[src/rtl/dvp_timing_gen.sv]
// DVP camera source model: parametrised VSYNC/HREF frame timing with
// NCH pattern-generated 8-bit data lanes, frame limit and clean stop.
module dvp_timing_gen #(
  parameter int NCH        = 2,
  parameter int H_ACT      = 1280,
  parameter int BPP        = 2,
  parameter int H_BLK      = 1408,
  parameter int V_ACT      = 720,
  parameter int VS_W       = 176,
  parameter int VBP        = 12176,
  parameter int VFP        = 1000,
  parameter int NUM_FRAMES = 0,
  parameter int LANE_OFS   = 64
) (
  input  logic            pclk,
  input  logic            reset_n,
  input  logic            run_test,
  input  logic            stop_test,
  input  logic [1:0]      pattern_sel,
  output logic            VSYNC,
  output logic            HREF,
  output logic [NCH*8-1:0] D,
  output logic [15:0]     frame_cnt,
  output logic            busy
);

  function automatic int max2(int a, int b);
    return (a > b) ? a : b;
  endfunction

  localparam int ACT_LEN = H_ACT * BPP;
  localparam int MAXD    = max2(max2(max2(VS_W, VBP), max2(ACT_LEN, H_BLK)), VFP);
  localparam int CW      = (MAXD > 1) ? $clog2(MAXD) : 1;
  localparam int LW      = (V_ACT > 1) ? $clog2(V_ACT) : 1;

  localparam logic [CW-1:0] VS_LAST   = CW'(VS_W - 1);
  localparam logic [CW-1:0] VBP_LAST  = CW'(VBP - 1);
  localparam logic [CW-1:0] ACT_LAST  = CW'(ACT_LEN - 1);
  localparam logic [CW-1:0] HBLK_LAST = CW'(H_BLK - 1);
  localparam logic [CW-1:0] VFP_LAST  = CW'(VFP - 1);
  localparam logic [LW-1:0] LINE_LAST = LW'(V_ACT - 1);

  typedef enum logic [2:0] {S_IDLE, S_VS, S_VBP, S_ACT, S_HBLK, S_VFP} state_t;

  state_t          state, state_nxt;
  logic [CW-1:0]   cnt, cnt_nxt;
  logic [LW-1:0]   line, line_nxt;
  logic            frame_end;
  logic            stop_pend;
  logic [1:0]      pat;
  logic [15:0]     fc_inc;
  logic [7:0]      b8, l8;
  logic [NCH*8-1:0] d_nxt;

  assign fc_inc = (frame_cnt == 16'hFFFF) ? frame_cnt : frame_cnt + 16'd1;

  always_ff @(posedge pclk or negedge reset_n) begin
    if (!reset_n) begin
      state <= S_IDLE;
      cnt   <= '0;
      line  <= '0;
    end else begin
      state <= state_nxt;
      cnt   <= cnt_nxt;
      line  <= line_nxt;
    end
  end

  always_comb begin
    state_nxt = state;
    cnt_nxt   = cnt + CW'(1);
    line_nxt  = line;
    frame_end = 1'b0;
    case (state)
      S_IDLE: if (run_test) state_nxt = S_VS;
      S_VS:   if (cnt == VS_LAST) state_nxt = S_VBP;
      S_VBP:  if (cnt == VBP_LAST) state_nxt = S_ACT;
      S_ACT:  if (cnt == ACT_LAST) state_nxt = S_HBLK;
      S_HBLK: begin
        if (cnt == HBLK_LAST) begin
          if (line < LINE_LAST) begin
            state_nxt = S_ACT;
            line_nxt  = line + LW'(1);
          end else begin
            state_nxt = S_VFP;
          end
        end
      end
      S_VFP: begin
        if (cnt == VFP_LAST) begin
          frame_end = 1'b1;
          if (stop_pend || (NUM_FRAMES != 0 && fc_inc == 16'(NUM_FRAMES)))
            state_nxt = S_IDLE;
          else
            state_nxt = S_VS;
        end
      end
      default: state_nxt = S_IDLE;
    endcase
    if (state_nxt != state || state == S_IDLE) cnt_nxt = '0;
    if (state_nxt == S_VS && state != S_VS) line_nxt = '0;
  end

  // Outputs are registered from the next-state view so they line up with the FSM.
  assign b8 = 8'(cnt_nxt);
  assign l8 = 8'(line_nxt);

  always_comb begin
    d_nxt = '0;
    if (state_nxt == S_ACT) begin
      for (int n = 0; n < NCH; n++) begin
        case (pat)
          2'd0:    d_nxt[8*n +: 8] = b8 + 8'(n * LANE_OFS);
          2'd1:    d_nxt[8*n +: 8] = l8;
          2'd2:    d_nxt[8*n +: 8] = frame_cnt[7:0];
          default: d_nxt[8*n +: 8] = (b8[3] ^ l8[3]) ? 8'hFF : 8'h00;
        endcase
      end
    end
  end

  always_ff @(posedge pclk or negedge reset_n) begin
    if (!reset_n) begin
      VSYNC     <= 1'b0;
      HREF      <= 1'b0;
      busy      <= 1'b0;
      D         <= '0;
      frame_cnt <= '0;
      pat       <= '0;
      stop_pend <= 1'b0;
    end else begin
      VSYNC <= (state_nxt == S_VS);
      HREF  <= (state_nxt == S_ACT);
      busy  <= (state_nxt != S_IDLE);
      D     <= d_nxt;
      if (state == S_IDLE && run_test)
        frame_cnt <= '0;
      else if (frame_end)
        frame_cnt <= fc_inc;
      if (state_nxt == S_VS && state != S_VS)
        pat <= pattern_sel;
      // A stop request only ever ends a run at a frame boundary.
      if (state_nxt == S_IDLE)
        stop_pend <= 1'b0;
      else if (stop_test)
        stop_pend <= 1'b1;
    end
  end

endmodule

[config.mk]
export PLATFORM = sky130hd
export DESIGN_NAME = dvp_timing_gen
export DESIGN_NICKNAME = d
export VERILOG_FILES = /design/src/rtl/dvp_timing_gen.sv
export SDC_FILE = /design/constraint.sdc
export NUM_CORES = 1
export LEC_CHECK = 0
export BUFFER_PORTS_ARGS = -buffer_cell sky130_fd_sc_hd__buf_4
export CORE_MARGIN = 10
export CORE_UTILIZATION = 25
export DETAILED_ROUTE_END_ITERATION = 12
export MAX_ROUTING_LAYER = met4
export PLACE_DENSITY_LB_ADDON = 0.2
export SLEW_MARGIN = 10
export SYNTH_ARGS = -nofsm -noshare
export SYNTH_HDL_FRONTEND = slang
export SYNTH_SLANG_ARGS = --single-unit
[constraint.sdc]
create_clock -name pclk -period 3.4 [get_ports pclk]
set_clock_uncertainty 0.15 [all_clocks]
set_input_delay 0 -clock pclk [delete_from_list [all_inputs] [get_ports pclk]]
set_output_delay 0 -clock pclk [all_outputs]
set_load 0.02 [all_outputs]
-- After elaboration in Yosys (flattened, before gate mapping)
Cells that the tools add are included.
- bits in registers: 65
- eq/ne operators: 18
- reductions and logical operators: 14
- bitwise logic cells: 1
- $add $sub $neg: 4
- mux-type cells: 25
- order comparisons: 1
- operator list (kind ; count):
    16-bit two-way mux ; 4
    8-bit case mux with 3 select lines ; 2
    10-bit two-way mux ; 4
    3-bit two-way mux ; 7
    3-bit case mux with 6 select lines ; 1
    16-bit by 1-bit adder with 16-bit output, second input constant ; 1
    16-bit == test, second input constant ; 1
    14-bit by 1-bit adder with 14-bit output, second input constant ; 1
    14-bit by 10-bit == test with 1-bit output, second input constant ; 1
    14-bit by 11-bit == test with 1-bit output, second input constant ; 1
    14-bit by 12-bit == test with 1-bit output, second input constant ; 1
    14-bit == test, second input constant ; 1
    14-bit by 8-bit == test with 1-bit output, second input constant ; 1
    14-bit two-way mux ; 1
    10-bit by 1-bit adder with 10-bit output, second input constant ; 1
    10-bit less-than comparator, second input constant ; 1
    2-bit nonzero test ; 5
    3-bit by 2-bit == test with 1-bit output, second input constant ; 3
    8-bit by 7-bit adder with 8-bit output, second input constant ; 1
    8-bit two-way mux ; 1
    3-bit by 1-bit == test with 1-bit output, second input constant ; 2
    3-bit == test, second input constant ; 2
    3-bit zero test ; 2
    1-bit two-way mux ; 5
    other kinds (12) ; 13

-- Longest topological paths before layout
Gate-level depths: netlist of the first run.
- depth after elaboration: 11
- gate-level depth with buffers: 10
- mapped depth without buffers: 9

-- Worst setup path before layout of the first run
OpenSTA, ideal clock, no wires.
- path kind: reg-to-reg
- start point: register cnt[11]
- end point: register D[10]
- path buffers: 1
- setup slack: 0.519 ns
- stages on the path, launching flop included: 10
- library setup time: 0.138 ns
- arrival time: 2.593 ns
- clock period less this slack: 2.881 ns
- path through: dfrtp_1 -> buf_6 -> or4b_4 -> or4_4 -> nand2b_2 -> a22o_1 -> a21boi_2 -> a211oi_1 -> o31ai_4 -> nor3_1
- longest elaborated chain between the ends: 10
- elaborated cells on any way between the ends: 25
- those cells by class: 1 x add/sub; 8 x eq/ne; 13 x mux; 1 x bitwise; 2 x reduce/logical
- RTL lines (what ; RTL line ; source):
    start, declared ; 46 ; logic [CW-1:0] cnt, cnt_nxt;
    start signal, assigned ; 64 ; cnt <= cnt_nxt;
    parallel branches: the longest is 9 deep, another holds 8-bit by 7-bit adder with 8-bit output ; n/a ;
    16-bit two-way mux (*) ; 110 ; if (state_nxt == S_ACT) begin
    named net d_nxt[10] ; 53 ; logic [NCH*8-1:0] d_nxt;
    end signal, assigned ; 135 ; D <= d_nxt;
    end, declared ; 22 ; output logic [NCH*8-1:0] D,
Mark *: on every way through the listed nets, which the timed path passes. The select of a mux whose other input is x is not followed.
A chain may end at the register's enable or synchronous reset.

-- Final worst setup path of the first run
- start point: register cnt[11]
- end point: register D[8]
- longest elaborated chain between the ends: 10
- elaborated cells on any way between the ends: 25
- those cells by class: 1 x add/sub; 8 x eq/ne; 13 x mux; 1 x bitwise; 2 x reduce/logical
- RTL lines (what ; RTL line):
    parallel branches: the longest is 9 deep, another holds 8-bit by 7-bit adder with 8-bit output ; n/a
    16-bit two-way mux (*) ; 110
Every way passes the cells marked *. The select of a mux whose other input is x is not followed.

==> flow_summary.toml, run 1 <==
[run_status]
outcome = "finished, final reports clean"

[worst_setup_path]
arrival_ns = 3.16
endpoint = "D[8]"
worstSetupPathType = "flip-flop to flip-flop"
crit_path_max_fanout = 9
r2r-start = "cnt[11]"
worstSetupEndpointType = "flip-flop"
reg2reg_slack_ns = 0.28
start_kind = "flip-flop"
crit_path_start = "cnt[11]"
r2r_cells = 8
reg2reg_to = "D[8]"
required_ns = 3.44

[timing]
finalSetupViolCount = 0
rsz0062_at_grt = "no"
setup_tns_ns = 0
setup_ws_ns = 0.281
min_period_ns = 3.12
drv_slew = 0
tightestPinTransition_ns = 0.767
fmax_mhz = 321
hold_violations = 0
slew_headroom_pct = 48.8
finalCritPeriodShare_pct = 91.7

[clock_tree]
cts_buffer_depth = 2
h-tree-depth = 3
post_cts_buffers = 0
cts_buffers = 9
clk_latency_ns = 0.33
cts_tree = "built"
cts.sinks = 59
path_clk_slew_ns = 0.05
root_buffer = "clkbuf_16"

[placement]
gp_congestion = 0.855
io_buffers = 40
dpl-instance-area_sq_um = 3720
dp_hpwl_um = 6410
pre_cts_ws_ns = 0.251

[synth]
ys.flop_type = "dfrtp_1"
synth-edff-count = 0
ys_seq_elements = 59
synth_top_cell_area_share_pct = 45.1
syn_avg_cell_area_sq_um = 9.38
netlist_instances = 349
async_reset_ff_share_pct = 100
synth_fp_nets = 358
yosysTopAreaCell = "dfrtp_1"
synth_area_leaders = "dfrtp_1 45%, nor2_1 7.0%, xor2_1 4.8%, xnor2_1 4.0%, nor3_1 3.4%"
synth_area_sq_um = 3270
ys_seq_area_share_pct = 45.1
ys_warn_count = 0
synth_cell_type_count = 55

[layout]
synthToLayoutAreaGrowth_pct = 25.4
final_area_sq_um = 4110
multi_input_area_sq_um = 1660
final_nets = 400
drive_above_1_share_pct = 20.7
seqCellArea_sq_um = 1480
fill_cells = 1366
n_antenna_cell = 0

[die]
die-area_sq_um = 18100
initial_utilization_pct = 25.7
rows = 41
die_w_um = 134
core_sq_um = 12700
dieHeight_um = 134
ios = 41

[pwr]
peakVddDrop_uv = 181
cellLeakagePower_nw = 1.76
p_per_area_nw_per_um2 = 439

[route]
wl_per_cell_um = 15.2
drc = 0
dr.first_iter.drc_count = 131
dr.pass1.iters = 4
viasPerCell = 4.61
vias = 2620
wirelength_um = 8660
ant_nets = 0

[flow_run]
maxCapViolations = 0

[global_routing]
antenna_found_initial = 0
grt_pass1_wl_um = 14600
grt_pass1_vias = 2697
overflow = 0
grt_max_degree = 60
grt_usage_pct = 10.3

[min_path]
holdCritPathClass = "primary input to async pin"
==> registers in the layout, summed over array words and instances (netlist names) <==
| register | cells |
|---|---|
| D | 10 |
| HREF | 1 |
| VSYNC | 1 |
| busy | 1 |
| cnt | 14 |
| frame_cnt | 16 |
| line | 10 |
| pat | 2 |
| state | 3 |
| stop_pend | 1 |
==> area by class of cell <==
class | instances | area share (%)
Sequential cell | 59 | 35.9
Tap cell | 172 | 5.24
Clock inverter | 3 | 1.68
Clock buffer | 13 | 6.58
Multi-Input combinational cell | 263 | 40.5
Inverter | 8 | 0.731
Timing Repair Buffer | 50 | 9.38
==> power breakdown <==
part | switching [mW] | internal, mW | leakage [nW]
Sequential | 0.0139 | 0.710 | 0.699
Clock | 0.322 | 0.703 | 0.166
Combinational | 0.0339 | 0.0218 | 0.899
==> layer usage <==
metal  routed length, um  GRT usage [%]  vias up
li1                    -              -     1305
met1                4400           13.7     1247
met2                3880           14.8       63
met3                 313           2.69        5
met4                  67           3.14        0
met5                   0              -        -
==> how the worst min path moves through the flow <==
stage	endpoint	slack, ns	cells past startpoint
2_1_floorplan	D[10]	-0.45	0
3_3_place_gp	frame_cnt[4]	-0.02	1
3_5_place_dp	frame_cnt[4]	-0.02	1
4_1_cts	frame_cnt[11]	0.15	4
5_1_grt	frame_cnt[15]	0.16	4
6_report	frame_cnt[4]	0.14	2
==> what timing repair did <==
item                                    CTS  global route
gates resized for setup                   0             1
hold endpoints to repair                 62             0
endpoints found under the setup margin    0             4
hold buffers                              4             0
==> metrics by stage <==
stage / hold slack (ns) / utilization [%] / std cells / power, mW
6_report: 0.139 / 32.3 / 568 / 1.80
3_5_place_dp: -0.0180 / 29.3 / 548 / 0.790
2_1_floorplan: -0.446 / - / 349 / 0.752
5_1_grt: 0.159 / 32.3 / 568 / 1.88
3_3_place_gp: -0.0206 / 29.3 / 548 / 0.790
4_1_cts: 0.145 / 32.2 / 568 / 1.84
==> placed cells by master (no fill, tap or decap), types with 2 or more instances in the layout <==
master	instances
nor2_1	61
dfrtp_1	59
buf_4	46
nand2_1	22
nor3_1	21
nand3_1	19
xor2_1	18
xnor2_1	15
clkbuf_16	9
a21oi_1	8
and2_1	8
inv_1	8
nand4_1	7
and4_1	7
o21ai_0	7
nor4_1	5
a31oi_1	5
a211oi_1	4
dlygate4sd3_1	4
nor3b_1	3
or3b_2	3
and3_1	3
mux2_2	3
or3_1	3
ha_1	3
clkbuf_8	3
nand2b_1	2
nor2b_1	2
nand3b_1	2
a211o_1	2
o21a_1	2
nor2_2	2
mux2i_1	2
o31ai_1	2
bufinv_16	2
==> cells in the mapped netlist, types with 2 or more instances <==
library cell	n
dfrtp_1	59
nand2_1	22
a211oi_1	4
inv_1	8
buf_6	2
clkbuf_1	9
nor2_1	61
nor4_1	5
nor2_2	2
nand3b_1	2
ha_1	3
a31oi_1	5
nand2b_1	2
nor3_1	22
mux2i_1	2
or3b_2	3
nor3b_1	3
xnor2_1	15
mux2_2	3
xor2_1	18
buf_2	2
or3_1	3
o21a_1	2
nand4_1	7
a211o_1	2
o31ai_1	2
and3_1	3
a21oi_1	8
nand3_1	19
nor2b_1	2
buf_4	6
and2_1	8
o21ai_0	7
and4_1	7
==> worst max-delay path, cell delays in order (launching register included) <==
cell and delay (ns):
dfrtp_1 0.47, or4b_1 0.55, nor4_1 0.40, nand4_1 0.27, nor2_1 0.21, xnor2_1 0.14, o211a_2 0.29, o31ai_4 0.37
nor3_1 0.12
==> kinds of logic (layout without fill, tap and decap cells) <==
kind of cell	Yosys count	after routing	share of synthesized area [%]
xor+xnor	33	33	8.83
mux	5	5	1.64
fa+ha+maj	3	3	1.15
compound gates	39	39	9.09
flops	59	59	45.1
buf+inv	27	74	4.32
simple gates	183	183	29.9
(Power assumes the default switching activity.)
==> inputs of run 2 (changes only) <==
Settings changed: CTS_BUF_LIST set to sky130_fd_sc_hd__clkbuf_8, MAX_ROUTING_LAYER met4 to unset.
==> run 2 against run 1 <==
Net effect:
- clock-buffer cell count fell by 1
- clock power fell by 26%
- die area stayed put
- first-iteration DRC count down 5.3%
- critical path type unchanged
- critical endpoint unchanged
- largest cell class unchanged
==> flow_summary.toml, run 2 (synthesis gave the netlist of run 1 again) <==
[run_status]
outcome = "finished, final reports clean"

[clock_tree]
clk_latency_ns = 0.33
h-tree-depth = 3
path_clk_slew_ns = 0.07
post_cts_buffers = 0
root_buffer = "clkbuf_8"
cts.sinks = 59
cts_buffer_depth = 2
cts_tree = "built"
cts_buffers = 9

[timing]
hold_slack_ns = 0.133
fmax_mhz = 320
rsz0062_at_grt = "no"
hold_violations = 0
setup_tns_ns = 0
min_period_ns = 3.13
tightestPinTransition_ns = 0.778
slew_headroom_pct = 48.2
drv_slew = 0
finalSetupViolCount = 0
finalCritPeriodShare_pct = 92.0

[global_routing]
grt_pass1_vias = 2677
antenna_found_initial = 0
grt_usage_pct = 9.94
grt_pass1_wl_um = 14500
overflow = 0
grt_max_degree = 60

[route]
ant_nets = 0
drt-met1-wl_um = 4220
drc = 0
wl_met2_um = 3900
dr.pass1.iters = 4
vias = 2632
wl_per_cell_um = 15.3
dr.first_iter.drc_count = 124
top_layer = "met4"
wl_met3_um = 493
wirelength_um = 8700
viasPerCell = 4.63

[worst_setup_path]
crit_path_max_fanout = 9
arrival_ns = 3.18
slowest_delay_ns = 0.56
reg2reg_to = "D[8]"
crit_path_top_delay_cell = "or4b_1"
worstSetupEndpointType = "flip-flop"
reg2reg_slack_ns = 0.27
endpoint = "D[8]"
worstSetupPathType = "flip-flop to flip-flop"
crit_family = "simple AND/OR/NAND/NOR gates"
r2r-start = "cnt[11]"
cp.depth = 8
cp_num_buf_inv = 0
crit_chain = "or4b_1 -> nor4_1 -> nand4_1 -> nor2_1 -> xnor2_1 -> a211oi_1 -> o31ai_4 -> nor3_1"
required_ns = 3.45
start_kind = "flip-flop"
r2r_cells = 8
crit_path_start = "cnt[11]"

[flow_run]
maxCapViolations = 0

[die]
rows = 41
core_sq_um = 12700
ios = 41
die-area_sq_um = 18100
dieHeight_um = 134
initial_utilization_pct = 25.7
die_w_um = 134

[placement]
io_buffers = 40
dp_hpwl_um = 6410
gp_congestion = 0.842

[layout]
final_common_cell = "nor2_1"
top_regs = "frame_cnt x16, cnt x14"
regMostFlops = "frame_cnt"
fill_cells = 1376
drive_above_1_share_pct = 20.7
synthToLayoutAreaGrowth_pct = 22.4
final_nets = 400
largest_reg_flops = 16
layout_common_cells = "61 x nor2_1, 59 x dfrtp_1, 46 x buf_4, 22 x nand2_1, 21 x nor3_1"
n_antenna_cell = 0

[pwr]
cellLeakagePower_nw = 1.72
peakVddDrop_uv = 147
p_total_mw = 1.54
p_per_area_nw_per_um2 = 385

[min_path]
holdCritPathClass = "primary input to async pin"
[run 2: cell count changes in the layout (fill, tap and decap cells not counted)]
cell,previous run,this run
clkbuf_8,3,12
clkbuf_16,9,0
inv_1,8,9
clkbuf_1,1,0
[run 2: how the worst min path moves through the flow]
stage | startpoint | endpoint | slack, ns | cells after the start
after floorplan | reset_n | D[10] | -0.45 | 0
after global placement | reset_n | frame_cnt[4] | -0.02 | 1
after detailed placement | reset_n | frame_cnt[4] | -0.02 | 1
after CTS | run_test | frame_cnt[11] | 0.12 | 4
after global routing | run_test | frame_cnt[15] | 0.14 | 4
final | reset_n | frame_cnt[4] | 0.13 | 2
[run 2: metal layers]
layer,vias to the layer above,global-route usage (%)
li1,1303,-
met1,1259,13.2
met2,62,14.9
met3,8,3.36
met4,0,2.96
met5,-,0
[run 2: repair_timing]
| item | 4_1_cts | 5_1_grt |
|---|---|---|
| setup endpoints to repair | 0 | 4 |
| gates resized for setup | 0 | 1 |
| endpoints found under the hold margin | 62 | 0 |
| hold buffers | 4 | 0 |
[run 2: per-stage QoR]
stage	util (%)	cells	setup WS, ns	instance area [sq um]
floorplan	-	349	0.519	3270
global placement	29.3	548	0.336	3720
detailed placement	29.3	548	0.251	3720
CTS	31.5	568	0.228	4000
global route	31.5	568	0.00331	4010
finish	31.5	568	0.272	4010
[run 2: worst reg2reg max path, stage by stage, from the launching register on]
cell	delay [ns]
dfrtp_1	0.48
or4b_1	0.56
nor4_1	0.40
nand4_1	0.27
nor2_1	0.21
xnor2_1	0.22
a211oi_1	0.13
o31ai_4	0.46
nor3_1	0.12
[run 2: report_power, final]
| part | internal, mW | switching [mW] |
|---|---|---|
| clock | 0.472 | 0.290 |
| sequential | 0.709 | 0.0141 |
| combinational | 0.0218 | 0.0341 |
[run 2: area by class of cell]
type / count / area [sq um] / share of cell area (%)
clock inverters: 4 / 72.6 / 1.81
well taps: 172 / 215 / 5.37
inverters: 8 / 30.0 / 0.750
multi-input cells: 263 / 1660 / 41.5
clock buffers: 12 / 165 / 4.12
flip-flops and latches: 59 / 1480 / 36.9
repair buffers: 50 / 385 / 9.62
==> inputs of run 3 (changes only) <==
--- a/config.mk
+++ b/config.mk
@@ -12,2 +12,3 @@
 export DETAILED_ROUTE_END_ITERATION = 12
+export MAX_ROUTING_LAYER = met4
 export PLACE_DENSITY_LB_ADDON = 0.2
--- a/constraint.sdc
+++ b/constraint.sdc
@@ -4,2 +4,2 @@
 set_output_delay 0 -clock pclk [all_outputs]
-set_load 0.02 [all_outputs]
+set_load 0.05 [all_outputs]
==> run 3 against run 2 <==
Net effect:
- critical path depth stayed put
- die area stayed put
- hold slack worse by 0.0063 ns
- first-iteration DRC count is 15% higher
- final cell count stayed put
- final area stayed put
- register-to-register slack hardly changed
- sequential share of layout area stayed put
- critical path type unchanged
==> flow_summary.toml, run 3 (synthesis gave the netlist of run 1 again) <==
[run_status]
outcome = "finished, final reports clean"

[timing]
slew_headroom_pct = 48.9
fmax_mhz = 320
rsz0062_at_grt = "no"
hold_violations = 0
tightestPinTransition_ns = 0.766
setup_tns_ns = 0
finalCritPeriodShare_pct = 91.9
finalSetupViolCount = 0
hold_slack_ns = 0.126
drv_slew = 0
min_period_ns = 3.12

[clock_tree]
cts_buffer_depth = 2
path_clk_slew_ns = 0.07
h-tree-depth = 3
clk_latency_ns = 0.34
cts.sinks = 59
post_cts_buffers = 0
cts_tree = "built"
root_buffer = "clkbuf_8"
cts_buffers = 9

[layout]
multi_input_area_sq_um = 1660
final_common_cell = "nor2_1"
seqCellArea_sq_um = 1480
fill_cells = 1376
stdcell_count = 568
drive_above_1_share_pct = 20.7
synthToLayoutAreaGrowth_pct = 22.4
regMostFlops = "frame_cnt"
n_antenna_cell = 0
final_nets = 400
layout_common_cells = "61 x nor2_1, 59 x dfrtp_1, 46 x buf_4, 22 x nand2_1, 21 x nor3_1"
largest_reg_flops = 16
top_regs = "frame_cnt x16, cnt x14"
fin_util_pct = 31.5

[route]
vias = 2622
wl_per_cell_um = 15.2
dr.first_iter.drc_count = 142
wirelength_um = 8650
drc = 0
ant_nets = 0
viasPerCell = 4.62
dr.pass1.iters = 4

[die]
initial_utilization_pct = 25.7
rows = 41
die-area_sq_um = 18100
core_sq_um = 12700
dieHeight_um = 134
die_w_um = 134
ios = 41

[placement]
gp_congestion = 0.855
placedCellCount = 548
dp_hpwl_um = 6410
io_buffers = 40

[pwr]
p_per_area_nw_per_um2 = 389
p_total_mw = 1.56
cellLeakagePower_nw = 1.72
peakVddDrop_uv = 147

[worst_setup_path]
crit_path_max_fanout = 9
arrival_ns = 3.17
worstSetupPathType = "flip-flop to flip-flop"
worstSetupEndpointType = "flip-flop"
required_ns = 3.45
reg2reg_slack_ns = 0.28
start_kind = "flip-flop"

[global_routing]
grt_pass1_wl_um = 14500
grt_usage_pct = 10.2
grt_pass1_vias = 2706
overflow = 0
grt_max_degree = 60
antenna_found_initial = 0

[flow_run]
maxCapViolations = 0

[min_path]
holdCritPathClass = "primary input to async pin"
-- run 3: cell counts in the layout (fill, tap and decap cells not counted) --
No cell type changed its count.
-- run 3: power breakdown --
part / internal [mW] / switching (mW) / total, mW / leakage, nW
clock: 0.472 / 0.292 / 0.764 / 0.124
combinational: 0.0221 / 0.0511 / 0.0732 / 0.899
sequential: 0.709 / 0.0139 / 0.723 / 0.699
-- run 3: metal layers --
layer  GRT usage (%)  vias up  part of all wire [%]  wire [um]
li1                -     1303                     -          -
met1            13.7     1249                    51       4410
met2            14.8       62                    44       3840
met3            2.58        8                   3.6        312
met4            2.96        0                  0.98         85
met5               -        -                     0          0
-- run 3: worst max-delay path: stages (launching register included) --
cell and delay [ns]:
dfrtp_1 0.48, or4b_1 0.55, nor4_1 0.40, nand4_1 0.27, nor2_1 0.22, xnor2_1 0.14, o211a_2 0.29, o31ai_4 0.37
nor3_1 0.12
-- run 3: cell type report --
type                    count  share of cell area [%]
multi-input cells         263                    41.5
flip-flops and latches     59                    36.9
repair buffers             50                    9.62
well taps                 172                    5.37
clock buffers              12                    4.12
clock inverters             4                    1.81
inverters                   8                   0.750
-- run 3: worst paths after layout --
path | startpoint | to | cells past startpoint
min in group pclk | run_test | frame_cnt[13] | 4
worst min register to register | cnt[0] | cnt[0] | 1
max in group asynchronous | reset_n | state[1] | 2
worst max-delay path | cnt[11] | D[8] | 8
worst min-delay path | reset_n | frame_cnt[4] | 2
worst max register to register | cnt[11] | D[8] | 8
-- run 3: through the flow --
| stage | instance area [sq um] | worst slack, ns |
|---|---|---|
| after CTS | 4000 | 0.228 |
| after global routing | 4010 | 0.00205 |
| final | 4010 | 0.277 |
| after floorplan | 3270 | 0.519 |
| after detailed placement | 3720 | 0.251 |
| after global placement | 3720 | 0.336 |
-- run 3: what timing repair did --
item / in CTS / in global routing
endpoints found under the setup margin: 0 / 4
hold buffers: 4 / 0
hold endpoints to repair: 62 / 0
resized for setup: 0 / 1
